`src/rtl/core_irq_pkg.sv`:
```
// Shared definitions for the core-side interrupt controller:
// table geometry, trigger encodings, FSM states and event helpers.
package core_irq_pkg;

    localparam int unsigned IRQ_ENTRIES = 64;
    localparam int unsigned IRQ_IDX_W   = 6;

    localparam logic [1:0] IRQ_RISE = 2'b00;
    localparam logic [1:0] IRQ_FALL = 2'b01;
    localparam logic [1:0] IRQ_HIGH = 2'b10;
    localparam logic [1:0] IRQ_LOW  = 2'b11;

    typedef enum logic [1:0] {
        IDLE = 2'd0,
        REQ  = 2'd1,
        GAP  = 2'd2
    } irq_state_e;

    // Level types are distinguished by the upper bit of the trigger field.
    function automatic logic is_level_type(input logic [1:0] lvl);
        return lvl[1];
    endfunction

    function automatic logic level_active(input logic [1:0] lvl, input logic line);
        logic act;
        act = 1'b0;
        case (lvl)
            IRQ_HIGH: act = line;
            IRQ_LOW:  act = ~line;
            default:  act = 1'b0;
        endcase
        return act;
    endfunction

    function automatic logic edge_event(input logic [1:0] lvl, input logic line_now,
                                        input logic line_prev);
        logic ev;
        ev = 1'b0;
        case (lvl)
            IRQ_RISE: ev = line_now & ~line_prev;
            IRQ_FALL: ev = ~line_now & line_prev;
            default:  ev = 1'b0;
        endcase
        return ev;
    endfunction

endpackage

```
`src/rtl/core_irq_prio_enc.sv`:
```
// Lowest-index-first priority encoder over the pending vector.
// Purely combinational; idx is 0 when nothing is found.
module core_irq_prio_enc
    import core_irq_pkg::*;
(
    input  logic [IRQ_ENTRIES-1:0] req_vec,
    output logic                   found,
    output logic [IRQ_IDX_W-1:0]   idx
);

    always_comb begin
        found = 1'b0;
        idx   = '0;
        for (int unsigned i = 0; i < IRQ_ENTRIES; i++) begin
            if (!found && req_vec[i]) begin
                found = 1'b1;
                idx   = IRQ_IDX_W'(i);
            end
        end
    end

endmodule

```
`src/rtl/core_irq_controller.sv`:
```
// Core-side interrupt controller: 64-entry config table, edge/level pending
// capture, lowest-index arbitration and a valid/num/ack handshake to the core.
module core_irq_controller
    import core_irq_pkg::*;
#(
    parameter int unsigned ACK_GAP = 1
) (
    input  logic        iCLOCK,
    input  logic        inRESET,
    input  logic [63:0] iIRQ_LINE,
    input  logic        iIO_IRQ_CONFIG_TABLE_REQ,
    input  logic [5:0]  iIO_IRQ_CONFIG_TABLE_ENTRY,
    input  logic        iIO_IRQ_CONFIG_TABLE_FLAG_MASK,
    input  logic        iIO_IRQ_CONFIG_TABLE_FLAG_VALID,
    input  logic [1:0]  iIO_IRQ_CONFIG_TABLE_FLAG_LEVEL,
    output logic        oINTERRUPT_VALID,
    output logic [5:0]  oINTERRUPT_NUM,
    input  logic        iINTERRUPT_ACK
);

    logic [IRQ_ENTRIES-1:0]      valid_q, valid_d;
    logic [IRQ_ENTRIES-1:0]      mask_q, mask_d;
    logic [IRQ_ENTRIES-1:0][1:0] level_q, level_d;
    logic [IRQ_ENTRIES-1:0]      line_q;
    logic [IRQ_ENTRIES-1:0]      pending_q, pending_d;
    logic [IRQ_ENTRIES-1:0]      eligible;

    irq_state_e                  state_q, state_d;
    logic                        int_valid_q, int_valid_d;
    logic [IRQ_IDX_W-1:0]        int_num_q, int_num_d;
    logic [3:0]                  gap_cnt_q, gap_cnt_d;

    logic                        found;
    logic [IRQ_IDX_W-1:0]        found_idx;
    logic                        ack_take;

    assign eligible = valid_q & ~mask_q;
    assign ack_take = (state_q == REQ) && iINTERRUPT_ACK;

    always_comb begin
        valid_d = valid_q;
        mask_d  = mask_q;
        level_d = level_q;
        if (iIO_IRQ_CONFIG_TABLE_REQ) begin
            valid_d[iIO_IRQ_CONFIG_TABLE_ENTRY] = iIO_IRQ_CONFIG_TABLE_FLAG_VALID;
            mask_d[iIO_IRQ_CONFIG_TABLE_ENTRY]  = iIO_IRQ_CONFIG_TABLE_FLAG_MASK;
            level_d[iIO_IRQ_CONFIG_TABLE_ENTRY] = iIO_IRQ_CONFIG_TABLE_FLAG_LEVEL;
        end
    end

    // Priority per entry: write clear > new edge event > ack clear > hold.
    always_comb begin
        pending_d = pending_q;
        for (int unsigned n = 0; n < IRQ_ENTRIES; n++) begin
            if (is_level_type(level_q[n])) begin
                pending_d[n] = eligible[n] & level_active(level_q[n], iIRQ_LINE[n]);
            end else begin
                if (ack_take && (int_num_q == IRQ_IDX_W'(n))) begin
                    pending_d[n] = 1'b0;
                end
                if (eligible[n] && edge_event(level_q[n], iIRQ_LINE[n], line_q[n])) begin
                    pending_d[n] = 1'b1;
                end
            end
            if (iIO_IRQ_CONFIG_TABLE_REQ && (iIO_IRQ_CONFIG_TABLE_ENTRY == IRQ_IDX_W'(n))) begin
                pending_d[n] = 1'b0;
            end
        end
    end

    core_irq_prio_enc u_prio_enc (
        .req_vec (pending_q),
        .found   (found),
        .idx     (found_idx)
    );

    // Once presented, an interrupt is held until acked regardless of table or line changes.
    always_comb begin
        state_d     = state_q;
        int_valid_d = int_valid_q;
        int_num_d   = int_num_q;
        gap_cnt_d   = gap_cnt_q;
        case (state_q)
            IDLE: begin
                if (found) begin
                    int_valid_d = 1'b1;
                    int_num_d   = found_idx;
                    state_d     = REQ;
                end
            end
            REQ: begin
                if (iINTERRUPT_ACK) begin
                    int_valid_d = 1'b0;
                    if (ACK_GAP > 0) begin
                        state_d   = GAP;
                        gap_cnt_d = 4'(ACK_GAP - 1);
                    end else begin
                        state_d = IDLE;
                    end
                end
            end
            GAP: begin
                if (gap_cnt_q == '0) begin
                    state_d = IDLE;
                end else begin
                    gap_cnt_d = gap_cnt_q - 4'd1;
                end
            end
            default: begin
                state_d     = IDLE;
                int_valid_d = 1'b0;
            end
        endcase
    end

    always_ff @(posedge iCLOCK or negedge inRESET) begin
        if (!inRESET) begin
            valid_q     <= '0;
            mask_q      <= '1;
            level_q     <= '0;
            line_q      <= '0;
            pending_q   <= '0;
            state_q     <= IDLE;
            int_valid_q <= 1'b0;
            int_num_q   <= '0;
            gap_cnt_q   <= '0;
        end else begin
            valid_q     <= valid_d;
            mask_q      <= mask_d;
            level_q     <= level_d;
            line_q      <= iIRQ_LINE;
            pending_q   <= pending_d;
            state_q     <= state_d;
            int_valid_q <= int_valid_d;
            int_num_q   <= int_num_d;
            gap_cnt_q   <= gap_cnt_d;
        end
    end

    assign oINTERRUPT_VALID = int_valid_q;
    assign oINTERRUPT_NUM   = int_num_q;

endmodule

```
`config.mk`:
```
export PLATFORM = sky130hd
export DESIGN_NAME = core_irq_controller
export DESIGN_NICKNAME = d
export VERILOG_FILES = /design/src/rtl/core_irq_pkg.sv /design/src/rtl/core_irq_prio_enc.sv /design/src/rtl/core_irq_controller.sv
export SDC_FILE = /design/constraint.sdc
export NUM_CORES = 1
export LEC_CHECK = 0
export CORE_ASPECT_RATIO = 1.75
export CORE_MARGIN = 4
export CORE_UTILIZATION = 50
export DETAILED_ROUTE_END_ITERATION = 8
export HOLD_SLACK_MARGIN = 0.08
export PLACE_DENSITY_LB_ADDON = 0.05
export SKIP_CTS_REPAIR_TIMING = 1
export SLEW_MARGIN = 20
export SYNTH_ARGS = -nofsm -noshare
export SYNTH_HDL_FRONTEND = slang
export SYNTH_SLANG_ARGS = --single-unit
```
`constraint.sdc`:
```
create_clock -name iCLOCK -period 3.5 [get_ports iCLOCK]
set_input_delay 0.7 -clock iCLOCK [delete_from_list [all_inputs] [get_ports iCLOCK]]
set_output_delay 0.7 -clock iCLOCK [all_outputs]
set_load 0.005 [all_outputs]
```
After elaboration in Yosys (flattened, before gate mapping)

Cells that the tools add are included.

Logic and storage cells: 1,898
Register bits: 397
Memory bits (read-only): 0
Bits of input ports: 78
Output and inout bits: 7
Bits in latches: 0
Memories: 0
RAM bits: 0

Equal/unequal tests: 324
Shift-type cells: 0
Reduce and logical (&&, ||, !) cells: 457
Div/mod/pow operators: 0
Bitwise logic cells: 323
Multipliers: 0
Mux-type cells: 656
$add $sub $neg: 1
$lt $le $gt $ge: 2

Operator list:

| operator                                                              | count |
|---|---|
| 1-bit two-way mux                                                     | 452 |
| 6-bit equality test, second input constant                            | 64 |
| 2-bit equality test, second input constant                            | 129 |
| 1-bit logical AND                                                     | 257 |
| 1-bit case mux with 2 select lines                                    | 128 |
| 4-bit nonzero test                                                    | 64 |
| 1-bit AND                                                             | 192 |
| 6-bit by 5-bit equality test with 1-bit output, second input constant | 32 |
| 6-bit two-way mux                                                     | 32 |
| 2-bit by 1-bit equality test with 1-bit output, second input constant | 65 |
| 2-bit zero test                                                       | 65 |
| 1-bit inverter                                                        | 129 |
| 128-bit bitwise mux                                                   | 1 |
| 64-bit bitwise mux                                                    | 2 |
| 6-bit by 4-bit equality test with 1-bit output, second input constant | 16 |
| 5-bit two-way mux                                                     | 16 |
| 64-bit AND                                                            | 1 |
| 64-bit inverter                                                       | 1 |
| 1-bit zero test                                                       | 63 |
| 6-bit by 3-bit equality test with 1-bit output, second input constant | 8 |
| 4-bit two-way mux                                                     | 10 |
| 6-bit by 2-bit equality test with 1-bit output, second input constant | 4 |
| 2-bit demux with 6-bit select                                         | 1 |
| 6-bit by 1-bit equality test with 1-bit output, second input constant | 2 |
| other kinds (15)                                                      | 29 |

Longest topological paths before layout

Word-level depth: 192
Depth in mapped cells: 9
Gate-level depth less buffers: 7

Modules after synthesis

A second synthesis with hierarchy kept.

Cell total of the unflattened synthesis: 1,534
Area, all modules: 18,977.0 um^2

By module, submodules not included:

| module              | cells an instance | seq. area each (um^2) | area each (um^2) | times used |
|---|---|---|---|---|
| core_irq_controller | 1,380             | 10,014.6              | 18,102.4         | 1 |
| core_irq_prio_enc   | 154               | 0.0                   | 874.6            | 1 |

Worst setup path before layout

OpenSTA, ideal clock, no wires.

Path type: register to register
Start point: reg pending_q[1]
End point: reg int_num_q[0], in the netlist oINTERRUPT_NUM[0]
Data required time: 3.368 ns
Stages on the path, launching flop included: 8
Path buffers: 1
Arrival time: 2.501 ns
Setup time: 0.132 ns
Slack: 0.867 ns
Period minus slack after synthesis: 2.633 ns
Cells stage by stage: dfrtp_1 > or4_4 > or4_4 > buf_6 > nor4_4 > nand3_1 > o41ai_2 > o22ai_1

Cells in the longest elaborated chain, start to end: 189
Elaborated cells between the ends (all ways): 252
Classes of those cells: mux: 126; reduce/logical: 126

Ends and longest elaborated chain:

| item                                 | line                       | source |
|---|---|---|
| start, declared                      | core_irq_controller.sv:25  | `logic [IRQ_ENTRIES-1:0] pending_q, pending_d;` |
| start signal, assigned               | core_irq_controller.sv:132 | `pending_q <= pending_d;` |
| 1-bit logical AND (*)                | core_irq_prio_enc.sv:15    | `if (!found && req_vec[i]) begin` |
| 1-bit two-way mux                    | core_irq_prio_enc.sv:15    |  |
| 1-bit zero test                      | core_irq_prio_enc.sv:15    |  |
| 1-bit logical AND                    | core_irq_prio_enc.sv:15    |  |
| 1-bit two-way mux                    | core_irq_prio_enc.sv:15    |  |
| 1-bit zero test                      | core_irq_prio_enc.sv:15    |  |
| 1-bit logical AND                    | core_irq_prio_enc.sv:15    |  |
| 1-bit two-way mux                    | core_irq_prio_enc.sv:15    |  |
| [... 173 more ...]                   | --                         |  |
| 1-bit two-way mux                    | core_irq_prio_enc.sv:15    |  |
| 1-bit zero test                      | core_irq_prio_enc.sv:15    |  |
| 1-bit logical AND                    | core_irq_prio_enc.sv:15    |  |
| 1-bit two-way mux                    | core_irq_prio_enc.sv:15    |  |
| 1-bit zero test                      | core_irq_prio_enc.sv:15    |  |
| 1-bit logical AND                    | core_irq_prio_enc.sv:15    |  |
| 1-bit two-way mux                    | core_irq_prio_enc.sv:15    |  |
| 2-bit AND reduction (no source line) | --                         |  |
| end signal, assigned                 | core_irq_controller.sv:135 | `int_num_q <= int_num_d;` |
| end, declared                        | core_irq_controller.sv:30  | `logic [IRQ_IDX_W-1:0] int_num_q, int_num_d;` |

Every way passes the cells marked *; elsewhere a longest branch is shown, timed or not.
A chain may end at the register's enable or synchronous reset.

Worst setup path after layout

Ends and elaborated chain as after synthesis.

==> summary.md <==
| Metric | Value |
|---|---|
| Status | complete, no violations |
| Clock sinks | between 300 and 400 |
| F_max | between 0.3 and 0.4 GHz |
| Synth top area cells | dfrtp_1 (46%), mux2_2 (10%), dfstp_2 (9.4%), mux2_1 (5.8%), o21ai_0 (4.9%) |
| Clock H-tree levels | 2 |
| Final clock skew | roughly 0.014 ns |
| Fin crit share | between 80% and 90% |
| Max stage delay on crit path | just under 0.6 ns |
| EDFF count, synth | 0 |
| Post-synth cell types | 60 |
| CTS Buf Count | 39 |
| #FFs+latches synth | 397 |
| Vias | around 13000 |
| Reg-to-reg setup timing slack | approximately 0.64 ns |
| GRT Residual Overflow | 0 |
| Die ar. | ~39000 sq um |
| Routed wire length | 46700 um |
| Worst Hold Class | in -> async |
| Routability cong. | about 0.89 |
| Gr usage total | about a quarter |
| Endpoints failing setup | 0 |
| Crit. End Element | register |
| Synth Cell Area | 18000 sq um |
| Mapped Nets | about 1700 |
| Hold_ws | about 0.23 ns |
| Maximum vdd drop | a little over 0.5 mV |
| Leak Pwr | 9.00 nW |
| CP required | just under 4 ns |
| Max Fanout on Critical Path | 6 |
| Cell taking the most area after synthesis | dfrtp_1 |
| Power Dens Cells | ~640 nW/um^2 |
| Cell row count | between 90 and 100 |
| Setup TNS | 0 ns |
| Place WS | 0.495 ns |
| CP arrival | 3.26 ns |
| Vias per cell | around 5.7 |
| RR Endpoint | oINTERRUPT_NUM[0] |
| Top_reg_cell synth | dfrtp_1 |
| Initial antenna violation count | 0 |
| Reg2Reg Depth | 6 |
| Slew at the pin with the worst max-slew slack | 0.925 ns |
| Critical path, cell by cell | or4_4 > or4_4 > nor4_4 > nand3_1 > o41ai_2 > o22ai_1 |
| Clock Latency Late Sink | 0.53 ns |
| Starting Density | 50.7% |
| Vias in the first global route | 12700 |
| Initial DRT Pass Iterations | 7 |
| Asr flop ratio synth | 100% |
| Diode count | 0 |
| Max-slew headroom | 38.3% |
| Fin crit period | around 2.9 ns |
| Worst setup margin | about 0.64 ns |
| Max-slew violations | 0 |
| Mean Syn Cell Area | approximately 11 sq um |
| Largest net degree at the start of global routing | 96 |
| Top-area cell type share of the netlist area | between 40% and 50% |
| Initial DRC Count | about 740 |
| Crit path buf inv count | 0 |
| CP most frequent cell | or4_4 |
| Critical Path Source Type | register |
| CTS clock-pin slew for the worst setup and hold paths | 0.07 ns |
| Vert. Die Dim | approximately 260 um |
| Post-synthesis sequential area ratio | about 56% |
| I/O Buffers | between 80 and 90 |
| CTS Root Cell | clkbuf_16 |
| First-pass GRT wire length | 72900 um |
| Layout area overhead | 15.8% |
| DP HPWL | 31700 um |
| CTS tree | yes |
| Max Root-Sink Buffers | 3 |
| Setup CP Type | reg -> reg |
| RSZ-0062 raised after global routing | false |
| Post-route ant nets | 0 |
| Horiz. Die Dim | 151 um |
| Maximum Capacitance Violations | 0 |
| Layout Nets | around 1800 |
| Post-synthesis cell count | about 1600 |
| Core box area | 35400 sq um |
| Family with the most delay on the worst path | simple AND/OR/NAND/NOR gates |
| Hold violation total from the final report | 0 |
| WL/cell | 21.1 um |
| Ratio of cells with drive above 1 in the final layout | about a fifth |
| DRC viols | 0 |
| Syn. warnings | 0 |
| RR Startpoint | pending_q[1] |
| Slowest CP cell | or4_4 |
| I/O Pins | 85 |
==> cell type report <==
cell class	count	area, sq um
multi-input cells	1138	7710
well taps	465	582
fillers	2972	14600
clock inverters	10	131
repair buffers	121	1180
inverters	18	67.6
flip-flops and latches	397	10000
clock buffers	58	1130
==> per-stage QoR <==
step,cells,utilization [%],cell area (sq um),total power [mW]
2_1_floorplan,1597,-,18000,7.93
3_3_place_gp,2139,55.2,19500,9.18
3_5_place_dp,2139,55.2,19500,9.26
4_1_cts,2207,58.8,20800,13.5
5_1_grt,2207,58.8,20800,14.1
6_report,2207,58.8,20800,13.4
==> worst max path at each step <==
| stage | start | to | slack [ns] | cells after the start |
|---|---|---|---|---|
| floorplan | pending_q[1] | oINTERRUPT_NUM[0] | 0.87 | 7 |
| global placement | iIO_IRQ_CONFIG_TABLE_ENTRY[4] | level_q[117] | 0.51 | 4 |
| detailed placement | iIO_IRQ_CONFIG_TABLE_ENTRY[4] | level_q[120] | 0.50 | 4 |
| CTS | pending_q[1] | oINTERRUPT_NUM[0] | 0.65 | 6 |
| global route | pending_q[1] | oINTERRUPT_NUM[0] | 0.55 | 6 |
| finish | pending_q[1] | oINTERRUPT_NUM[0] | 0.64 | 6 |
==> kinds of logic after synthesis <==
logic type	Yosys count	synth area share [%]
xor gates and xnor gates	66	3.22
adders and majority gates	1	0.0696
muxes	256	16.0
and+or+nand+nor	491	12.8
buffers and inverters	62	1.34
DFF	397	55.8
AOI/OAI and AO/OA	324	10.8
==> worst reg2reg max path, cell delays in order (launching register included) <==
cell	delay, ns
dfrtp_1	0.41
or4_4	0.58
or4_4	0.59
nor4_4	0.42
nand3_1	0.29
o41ai_2	0.35
o22ai_1	0.10
==> routing by layer <==
layer	up-vias	share of wire [%]	track usage, %
met2	258	52	42.3
met1	6388	41	30.6
li1	5897	-	-
met3	83	3.2	2.57
met4	0	4.0	9.23
met5	-	0	0
==> where the power goes <==
part	switching [mW]	internal, mW	total [mW]	leakage [nW]
combinational	1.61	1.32	2.93	3.42
clock	1.76	2.46	4.22	0.616
sequential	0.812	5.45	6.26	4.96
total	4.18	9.23	13.4	9.00
==> layout by cell type, fill, tap and decap left out, types with 4 or more instances in the layout <==
| master | instances |
|---|---|
| clkbuf_1 | 13 |
| or3_1 | 9 |
| o21ai_1 | 17 |
| a211oi_1 | 6 |
| xor2_1 | 45 |
| a21oi_1 | 47 |
| clkinv_2 | 5 |
| dfstp_2 | 64 |
| a21boi_1 | 4 |
| and2_1 | 4 |
| buf_12 | 5 |
| nor2_1 | 143 |
| a222oi_1 | 12 |
| clkdlybuf4s50_1 | 79 |
| clkbuf_16 | 41 |
| o22ai_1 | 5 |
| o21ai_0 | 176 |
| nand3b_1 | 5 |
| inv_1 | 17 |
| xnor2_1 | 21 |
| nand3_1 | 19 |
| nor4_1 | 12 |
| a221oi_1 | 36 |
| nor3_1 | 13 |
| mux2_2 | 163 |
| dfrtp_1 | 333 |
| mux2_1 | 93 |
| clkbuf_8 | 4 |
| nand2_1 | 179 |
| buf_4 | 36 |
| nor2b_1 | 82 |
==> flip-flops by register name (all words and copies together), names as in the netlist, 2 cells and up <==
register,count
gap_cnt_q,4
state_q,2
line_q,64
valid_q,64
pending_q,64
level_q,128
oINTERRUPT_NUM,6
mask_q,64
==> cell usage after synthesis, drive strengths merged (3+ instances only) <==
library cell,number
a222oi,12
and2,5
or3,9
clkbuf,38
mux2,256
nand3b,5
nor4,16
nor3,14
dfrtp,333
inv,18
nor2,143
a21oi,48
nand2,179
dfstp,64
a221oi,36
nand4,3
o22ai,6
xnor2,21
nor2b,82
nand2b,3
buf,6
o21ai,193
a211oi,6
o21bai,3
and3,3
a21boi,4
nand3,20
or4,5
o31ai,3
xor2,45
(Power assumes the default switching activity.)
